--- config.mk ---
export PLATFORM = sky130hd
export DESIGN_NAME = aes_stream_adapter
export DESIGN_NICKNAME = d
export VERILOG_FILES = /design/src/rtl/aes_stream_adapter.sv
export SDC_FILE = /design/constraint.sdc
export NUM_CORES = 1
export LEC_CHECK = 0
export BUFFER_PORTS_ARGS = -buffer_cell sky130_fd_sc_hd__buf_2
export CAP_MARGIN = 0
export CELL_PAD_IN_SITES_DETAIL_PLACEMENT = 1
export CELL_PAD_IN_SITES_GLOBAL_PLACEMENT = 2
export CORE_AREA = 2 2 234 236
export CTS_CLUSTER_SIZE = 30
export DETAILED_ROUTE_END_ITERATION = 7
export DIE_AREA = 0 0 236 238
export GPL_TIMING_DRIVEN = 0
export PLACE_DENSITY = 0.82
export SLEW_MARGIN = 25
export SYNTH_ARGS = -nofsm -noshare
export SYNTH_HDL_FRONTEND = slang
export SYNTH_SLANG_ARGS = --single-unit
export TNS_END_PERCENT = 1
--- constraint.sdc ---
create_clock -name clk -period 48.3 [get_ports clk]
set_input_delay 12.075 -clock clk [delete_from_list [all_inputs] [get_ports clk]]
set_output_delay 12.075 -clock clk [all_outputs]
set_load 0.02 [all_outputs]
--- src/rtl/aes_stream_adapter.sv ---
// ---------------------------------------------------------------------------
// aes_stream_adapter
//   Bridges a 32-bit valid/ready word stream and the block-level start/finish
//   interface of an AES128 core. Four input words are packed into a 128-bit
//   block (first word in the MSBs). The adapter then pulses aes_start and
//   waits for aes_finish under a watchdog. The result is serialised back out
//   as four words, MSB word first. Collect and drain never overlap.
//
// Ports
//   clk, arst            clock (rising edge), asynchronous active-high reset
//   key_load/key_data/   one-cycle key capture, honoured in COLLECT or DRAIN;
//   cipher_sel           a request in START/WAIT is dropped and flagged
//   s_valid/s_ready/     input word stream
//   s_data
//   m_valid/m_ready/     output word stream
//   m_data
//   aes_start/aes_din/   AES128 request side: start pulse, block, key and
//   aes_key_in/          direction (1 = encrypt)
//   aes_cipher
//   aes_dout/aes_finish  AES128 result side
//   busy                 high in START or WAIT
//   key_drop             sticky: key_load arrived while busy
//   timeout_err          sticky: no finish within TIMEOUT_CYCLES of WAIT
//   blk_cnt              count of fully drained blocks, wraps
// ---------------------------------------------------------------------------
module aes_stream_adapter #(
    parameter int TIMEOUT_CYCLES = 64,
    parameter int CNT_W          = 16
) (
    input  logic             clk,
    input  logic             arst,
    input  logic             key_load,
    input  logic [127:0]     key_data,
    input  logic             cipher_sel,
    input  logic             s_valid,
    output logic             s_ready,
    input  logic [31:0]      s_data,
    output logic             m_valid,
    input  logic             m_ready,
    output logic [31:0]      m_data,
    output logic             aes_start,
    output logic [127:0]     aes_din,
    output logic [127:0]     aes_key_in,
    output logic             aes_cipher,
    input  logic [127:0]     aes_dout,
    input  logic             aes_finish,
    output logic             busy,
    output logic             key_drop,
    output logic             timeout_err,
    output logic [CNT_W-1:0] blk_cnt
);

    localparam int WD_W = $clog2(TIMEOUT_CYCLES + 1);
    localparam logic [WD_W-1:0] WD_LAST = WD_W'(TIMEOUT_CYCLES - 1);

    typedef enum logic [1:0] {
        ST_COLLECT = 2'd0,
        ST_START   = 2'd1,
        ST_WAIT    = 2'd2,
        ST_DRAIN   = 2'd3
    } state_t;

    state_t            state_r;
    state_t            state_s;
    logic [1:0]        idx_r;
    logic [127:0]      din_r;
    logic [127:0]      key_r;
    logic              cipher_r;
    logic [127:0]      res_r;
    logic [WD_W-1:0]   wd_r;
    logic              key_drop_r;
    logic              timeout_r;
    logic [CNT_W-1:0]  blk_r;
    logic              aes_start_r;
    logic              m_valid_r;
    logic              busy_r;

    logic              accept_s;
    logic              xfer_s;
    logic              timeout_hit_s;
    logic              key_ok_s;

    // Selects 32-bit word idx of a block, word 0 being the MSBs.
    function automatic logic [31:0] word_sel(input logic [127:0] blk,
                                             input logic [1:0]   idx);
        logic [31:0] w;
        case (idx)
            2'd0:    w = blk[127:96];
            2'd1:    w = blk[95:64];
            2'd2:    w = blk[63:32];
            2'd3:    w = blk[31:0];
            default: w = 32'd0;
        endcase
        return w;
    endfunction

    assign accept_s      = s_valid && (state_r == ST_COLLECT);
    assign xfer_s        = m_ready && (state_r == ST_DRAIN);
    // Finish in the last watchdog cycle still wins over the abort.
    assign timeout_hit_s = (state_r == ST_WAIT) && !aes_finish && (wd_r == WD_LAST);
    assign key_ok_s      = (state_r == ST_COLLECT) || (state_r == ST_DRAIN);

    // Next-state logic for the collect/start/wait/drain sequence.
    always_comb begin
        state_s = state_r;
        case (state_r)
            ST_COLLECT: begin
                if (accept_s && (idx_r == 2'd3)) begin
                    state_s = ST_START;
                end else begin
                    state_s = ST_COLLECT;
                end
            end
            ST_START: begin
                state_s = ST_WAIT;
            end
            ST_WAIT: begin
                if (aes_finish) begin
                    state_s = ST_DRAIN;
                end else if (timeout_hit_s) begin
                    state_s = ST_COLLECT;
                end else begin
                    state_s = ST_WAIT;
                end
            end
            ST_DRAIN: begin
                if (xfer_s && (idx_r == 2'd3)) begin
                    state_s = ST_COLLECT;
                end else begin
                    state_s = ST_DRAIN;
                end
            end
            default: begin
                state_s = ST_COLLECT;
            end
        endcase
    end

    // State register plus the state-decoded outputs, registered from next state.
    always_ff @(posedge clk or posedge arst) begin
        if (arst) begin
            state_r     <= ST_COLLECT;
            aes_start_r <= 1'b0;
            m_valid_r   <= 1'b0;
            busy_r      <= 1'b0;
        end else begin
            state_r     <= state_s;
            aes_start_r <= (state_s == ST_START);
            m_valid_r   <= (state_s == ST_DRAIN);
            busy_r      <= (state_s == ST_START) || (state_s == ST_WAIT);
        end
    end

    // Word index shared by packing and serialising; wraps to 0 after word 3.
    always_ff @(posedge clk or posedge arst) begin
        if (arst) begin
            idx_r <= 2'd0;
        end else if (timeout_hit_s) begin
            idx_r <= 2'd0;
        end else if (accept_s || xfer_s) begin
            idx_r <= idx_r + 2'd1;
        end else begin
            idx_r <= idx_r;
        end
    end

    // Input block packing, first accepted word into the MSBs.
    always_ff @(posedge clk or posedge arst) begin
        if (arst) begin
            din_r <= 128'd0;
        end else if (accept_s) begin
            case (idx_r)
                2'd0:    din_r[127:96] <= s_data;
                2'd1:    din_r[95:64]  <= s_data;
                2'd2:    din_r[63:32]  <= s_data;
                2'd3:    din_r[31:0]   <= s_data;
                default: din_r         <= din_r;
            endcase
        end else begin
            din_r <= din_r;
        end
    end

    // Key and direction capture; requests while the core is busy are dropped.
    always_ff @(posedge clk or posedge arst) begin
        if (arst) begin
            key_r      <= 128'd0;
            cipher_r   <= 1'b0;
            key_drop_r <= 1'b0;
        end else if (key_load && key_ok_s) begin
            key_r      <= key_data;
            cipher_r   <= cipher_sel;
            key_drop_r <= key_drop_r;
        end else if (key_load) begin
            key_r      <= key_r;
            cipher_r   <= cipher_r;
            key_drop_r <= 1'b1;
        end else begin
            key_r      <= key_r;
            cipher_r   <= cipher_r;
            key_drop_r <= key_drop_r;
        end
    end

    // Watchdog counts WAIT cycles; the abort itself is signalled by timeout_hit_s.
    always_ff @(posedge clk or posedge arst) begin
        if (arst) begin
            wd_r      <= {WD_W{1'b0}};
            timeout_r <= 1'b0;
        end else if (state_r == ST_START) begin
            wd_r      <= {WD_W{1'b0}};
            timeout_r <= timeout_r;
        end else if (timeout_hit_s) begin
            wd_r      <= {WD_W{1'b0}};
            timeout_r <= 1'b1;
        end else if (state_r == ST_WAIT) begin
            wd_r      <= wd_r + {{(WD_W-1){1'b0}}, 1'b1};
            timeout_r <= timeout_r;
        end else begin
            wd_r      <= wd_r;
            timeout_r <= timeout_r;
        end
    end

    // Result capture on finish (only honoured in WAIT) and drained-block count.
    always_ff @(posedge clk or posedge arst) begin
        if (arst) begin
            res_r <= 128'd0;
            blk_r <= {CNT_W{1'b0}};
        end else if ((state_r == ST_WAIT) && aes_finish) begin
            res_r <= aes_dout;
            blk_r <= blk_r;
        end else if (xfer_s && (idx_r == 2'd3)) begin
            res_r <= res_r;
            blk_r <= blk_r + {{(CNT_W-1){1'b0}}, 1'b1};
        end else begin
            res_r <= res_r;
            blk_r <= blk_r;
        end
    end

    // s_ready is forced low for as long as reset is held.
    assign s_ready     = (state_r == ST_COLLECT) && !arst;
    assign m_valid     = m_valid_r;
    assign m_data      = word_sel(res_r, idx_r);
    assign aes_start   = aes_start_r;
    assign aes_din     = din_r;
    assign aes_key_in  = key_r;
    assign aes_cipher  = cipher_r;
    assign busy        = busy_r;
    assign key_drop    = key_drop_r;
    assign timeout_err = timeout_r;
    assign blk_cnt     = blk_r;

endmodule

### After elaboration in Yosys (flattened, before gate mapping)

Cells that the tools add are included.

* bits in registers: 417
* bits in latches: 0
* RAM bits: 0
* memory bits (read-only): 0
* input port bits: 295
* output and inout port bits: 311
* word-level logic and storage cells: 68
* memories: 0

* add/sub/neg operators: 3
* $mul: 0
* div/mod/pow operators: 0
* order comparisons: 0
* eq/ne operators: 10
* shift operators: 0
* muxes and demuxes: 11
* bitwise logic cells: 3
* reductions and logical operators: 25

Operator list (number)
* $pmux 32 s4: 1
* $mux 7: 3
* $add 16x1->16 const B: 1
* $reduce_and 2->1: 7
* $eq 2x2->1 const B: 6
* $mux 2: 5
* $logic_and 1x1->1: 9
* $pmux 2 s4: 1
* $add 7x1->7 const B: 1
* $eq 7x6->1 const B: 1
* $eq 2x1->1 const B: 3
* $logic_not 2->1: 2
* $logic_or 1x1->1: 3
* $not 1->1: 3
* $reduce_bool 3->1: 1
* $add 2x1->2 const B: 1
* $logic_not 1->1: 2
* $reduce_bool 2->1: 1
* $mux 1: 1

### Longest topological paths before layout

* depth after elaboration: 8
* mapped depth: 9
* mapped depth without buffers: 8

### Least setup slack after synthesis

No wires, ideal clock.

* path type: input to output
* start point: input arst
* end point: output s_ready
* data arrival time: 12.379 ns
* data required time: 36.225 ns
* slack: 23.846 ns
* stages: 1
* path buffers: 0
* path through: nor2b_1

* word-level cells in the longest chain between the ends: 2

Ends and longest elaborated chain
* from (decl): RTL line 31 `input logic arst,`
* $logic_not 1->1: RTL line 243 `assign s_ready = (state_r == ST_COLLECT) && !arst;`
* $logic_and 1x1->1: RTL line 243
* to (decl): RTL line 36 `output logic s_ready,`

No other way between the ends.

### Final worst setup path

Same ends and word-level chain as after synthesis.

==> results.md <==
| Metric | This run | Unit |
|---|---|---|
| HPWL after DPL | 40700 | um |
| Setup skew after layout | 8.85 | ps |
| Kind of start point of the critical path | input port | - |
| Count of pins over their slew limit | 0 | - |
| Wire length per cell after detailed routing | 21.8 | um |
| Startpoint of the most critical setup path | arst | - |
| Total routing resource utilization after global routing | 19.1 | % |
| Most area-hungry cell type in the Yosys netlist | sky130_fd_sc_hd__dfrtp_1 | - |
| Category of the worst setup path capture point | output pin | - |
| Worst setup path endpoint | s_ready | - |
| Worst r2r src | state_r[0]$_DFF_PP0_ | - |
| Number of instances on the worst hold path | 1 | - |
| Startpoint-to-endpoint class of the critical path | in2out | - |
| Setup tns final | 0 | ps |
| First-pass GRT wire length | 82500 | um |
| # IOs | 606 | - |
| Vias after detailed routing | 11800 | - |
| Yosys cell types | 41 | - |
| Post-route core utilization | 41.5 | % |
| Mean instance size in the synthesized netlist | 15.0 | um2 |
| Die span in y | 238 | um |
| Synthesized-area fraction occupied by xor and xnor cells | 0.846 | % |
| Vias per inst | 4.73 | - |
| Antenna violations before repair | 7 | - |
| Clock Sinks | 417 | - |
| DRT Pass-1 Iters | 5 | - |
| Register cell area after layout | 0.0104 | mm2 |
| Root Buffer | sky130_fd_sc_hd__clkbuf_16 | - |
| CTS max path bufs | 3 | - |
| Maximum number of pins on one net before global-route repair | 93 | - |
| DRT iter0 DRCs | 512 | - |
| Worst Tran Pin Value | 1000 | ps |
| Synth Net Count | 1411 | - |
| Period minus WS final | 24550 | ps |
| Share of the synthesized area in the top cell type | 63.0 | % |
| Core Rows | 85 | - |
| Count of cells resized by post-cts repair | 0 | - |
| Fraction of layout instances using a drive strength above 1 | 60.5 | % |
| Top post-synthesis cells by area | sky130_fd_sc_hd__dfrtp_1 63%, sky130_fd_sc_hd__mux2_2 24%, sky130_fd_sc_hd__mux2i_1 2.1% | - |
| Leakage component of the power | 10.7 | nW |
| Die extent in x | 236 | um |
| Final GP Congestion | 0.833 | - |
| Post-route ant nets | 0 | - |
| Count of endpoints failing setup in the final report | 0 | - |
| Number of CTS-inserted buffers | 46 | - |
| Required time worst endpoint | 36230 | ps |
| Postcts setup bufs | 0 | - |
| Simple-gate portion of the synthesized area | 2.63 | % |
| HP Class | reg2reg | - |
| Total detailed-routing wirelength | 54400 | um |
| Most common library cell in the layout ignoring fill and taps | sky130_fd_sc_hd__buf_2 | - |
| Remaining DRCs | 0 | - |
| Top library cells by usage in the layout, fill and taps aside | 645 x sky130_fd_sc_hd__buf_2, 417 x sky130_fd_sc_hd__dfrtp_1, 352 x sky130_fd_sc_hd__mux2_2 | - |
| TritonCTS clock tree | yes | - |
| Total of flip-flops plus latches after synthesis | 417 | - |
| Area occupied by multi-input gates | 0.00568 | mm2 |
| Number of warning messages in the yosys log | 0 | - |
| Starting utilization of the core area | 31.0 | % |
| Maximum level of the CTS H-tree | 2 | - |
| Pwr dens | 78.3 | mW/mm2 |
| Core box area | 0.0535 | mm2 |
| Net count of the finished layout | 2068 | - |
| Worst supply voltage drop on vdd | 40.1 | uV |
| Area of the mapped netlist | 0.0166 | mm2 |
| Run status | complete, no violations | - |
| Final-layout fill cell count | 5748 | - |
| CP arrival | 12480 | ps |
| Clock slew at the register clock pins of the worst setup and hold paths | 60 | ps |
| Largest family of logic cells by synthesized area | multiplexers | - |
| Area share of fa/ha/maj cells after synthesis | 0.982 | % |
| Synth-to-Final Area Change | 34.0 | % |
| Port-buffer cells | 605 | - |
| Synthesized instance count | 1103 | - |
| Die area | 0.0562 | mm2 |
| Max-cap viol count | 0 | - |
| Final critical-path share of the clock period | 50.8 | % |
| Clock latency of the later-clocked register in the worst-skew pair | 560 | ps |
| Overall overflow remaining after global route | 0 | - |
| Slack of the worst reg-to-reg path | 45830 | ps |
| Crit path max fanout | 2 | - |
| Worst slew margin relative to its limit | 33.2 | % |
| Endpoint of the most critical register-to-register path | busy$_DFF_PP0_ | - |
| Number of endpoints with negative hold slack in the final report | 0 | - |
| CTS Hold Buffers Added | 0 | - |
| Achievable Freq | 40.7 | MHz |
| Number of global-route vias before repair | 13600 | - |
| Share of the synthesized area in compound gates (AO/OA/AOI/OAI) | 3.73 | % |
| Worst reg2reg path depth | 9 | - |
| Multiplexer area fraction after synthesis | 26.1 | % |
| Fraction of the yosys area taken by sequential cells | 63.0 | % |
| Unrepaired setup endpoints after global routing | no | - |
-- flip-flops by register name, summed over array words and instances, names as in the netlist --
name         flops
aes_din        128
aes_key_in     128
res_r          128
blk_cnt         16
wd_r             7
idx_r            2
state_r          2
aes_cipher       1
aes_start        1
busy             1
key_drop         1
m_valid          1
timeout_err      1
-- stage by stage --
stage	power (W)	setup slack (ps)	instances	hold slack [ps]	cell area [um2]
finish	0.00174	23750	2498	454	22200
global route	0.00184	23720	2498	481	22200
CTS	0.00176	23740	2494	458	22200
detailed placement	0.00138	23740	2408	443	20600
global placement	0.00135	19940	2404	440	20500
floorplan	0.00109	23850	1103	478	16600
-- Yosys cell counts --
master / count
sky130_fd_sc_hd__a211oi_1: 1
sky130_fd_sc_hd__a21boi_0: 1
sky130_fd_sc_hd__a21o_1: 3
sky130_fd_sc_hd__a21oi_1: 3
sky130_fd_sc_hd__a222oi_1: 32
sky130_fd_sc_hd__a22oi_1: 1
sky130_fd_sc_hd__a2bb2oi_1: 1
sky130_fd_sc_hd__a31oi_1: 1
sky130_fd_sc_hd__and2_4: 1
sky130_fd_sc_hd__and4_1: 2
sky130_fd_sc_hd__buf_1: 5
sky130_fd_sc_hd__buf_2: 40
sky130_fd_sc_hd__buf_6: 1
sky130_fd_sc_hd__clkbuf_1: 15
sky130_fd_sc_hd__dfrtp_1: 417
sky130_fd_sc_hd__ha_1: 13
sky130_fd_sc_hd__inv_1: 44
sky130_fd_sc_hd__mux2_1: 2
sky130_fd_sc_hd__mux2_2: 352
sky130_fd_sc_hd__mux2i_1: 34
sky130_fd_sc_hd__nand2_1: 41
sky130_fd_sc_hd__nand2_2: 1
sky130_fd_sc_hd__nand2b_1: 3
sky130_fd_sc_hd__nand3_1: 13
sky130_fd_sc_hd__nand4_1: 5
sky130_fd_sc_hd__nand4_2: 1
sky130_fd_sc_hd__nor2_1: 3
sky130_fd_sc_hd__nor2b_1: 2
sky130_fd_sc_hd__nor3_1: 2
sky130_fd_sc_hd__nor3b_1: 1
sky130_fd_sc_hd__nor3b_4: 1
sky130_fd_sc_hd__nor4_2: 1
sky130_fd_sc_hd__nor4_4: 2
sky130_fd_sc_hd__o21a_1: 1
sky130_fd_sc_hd__o21ai_0: 34
sky130_fd_sc_hd__o22ai_1: 4
sky130_fd_sc_hd__o311ai_0: 1
sky130_fd_sc_hd__o41a_1: 1
sky130_fd_sc_hd__or3_1: 1
sky130_fd_sc_hd__xnor2_1: 14
sky130_fd_sc_hd__xor2_1: 2
-- routing by layer --
metal / GRT usage (%) / routed length [um]
met1: 22.3 / 21300
met2: 34.6 / 28600
met3: 5.07 / 3360
met4: 5.29 / 1120
met5: 0 / 14
-- power by group --
part	total [W]	internal (W)	switching, W	leakage, nW
clock network	0.000366	0.000222	0.000145	0.800
registers	0.000610	0.000521	0.0000884	5.01
logic	0.000762	0.000314	0.000448	4.91
total	0.00174	0.00106	0.000681	10.7
-- critical path, cell delays in order --
cell and delay (ps):
sky130_fd_sc_hd__buf_2 140, sky130_fd_sc_hd__nor2b_1 100, sky130_fd_sc_hd__buf_2 170
-- logic make-up after synthesis --
| group | Yosys count |
|---|---|
| AOI/OAI and AO/OA | 84 |
| xor gates and xnor gates | 16 |
| adders and majority gates | 13 |
| buffers and inverters | 105 |
| DFF | 417 |
| muxes | 388 |
| and+or+nand+nor | 80 |
-- final cells by class --
cell class              instances  area share, %
plain buffers                  61           1.29
multi-input cells             581           25.6
inverters                      44          0.778
well taps                     696           3.92
repair buffers                609           14.1
diodes                          4         0.0451
flip-flops and latches        417           47.0
clock buffers                  74           6.71
clock inverters                12          0.524
-- worst min path at each step --
stage | startpoint | endpoint | slack (ps)
2_1_floorplan | wd_r[0]$_DFFE_PP0P_ | wd_r[0]$_DFFE_PP0P_ | 480
3_3_place_gp | key_drop$_DFFE_PP0P_ | key_drop$_DFFE_PP0P_ | 440
3_5_place_dp | key_drop$_DFFE_PP0P_ | key_drop$_DFFE_PP0P_ | 440
4_1_cts | key_drop$_DFFE_PP0P_ | key_drop$_DFFE_PP0P_ | 460
5_1_grt | key_drop$_DFFE_PP0P_ | key_drop$_DFFE_PP0P_ | 480
6_report | key_drop$_DFFE_PP0P_ | key_drop$_DFFE_PP0P_ | 450
Note: power is estimated with default switching activity, not from simulation.
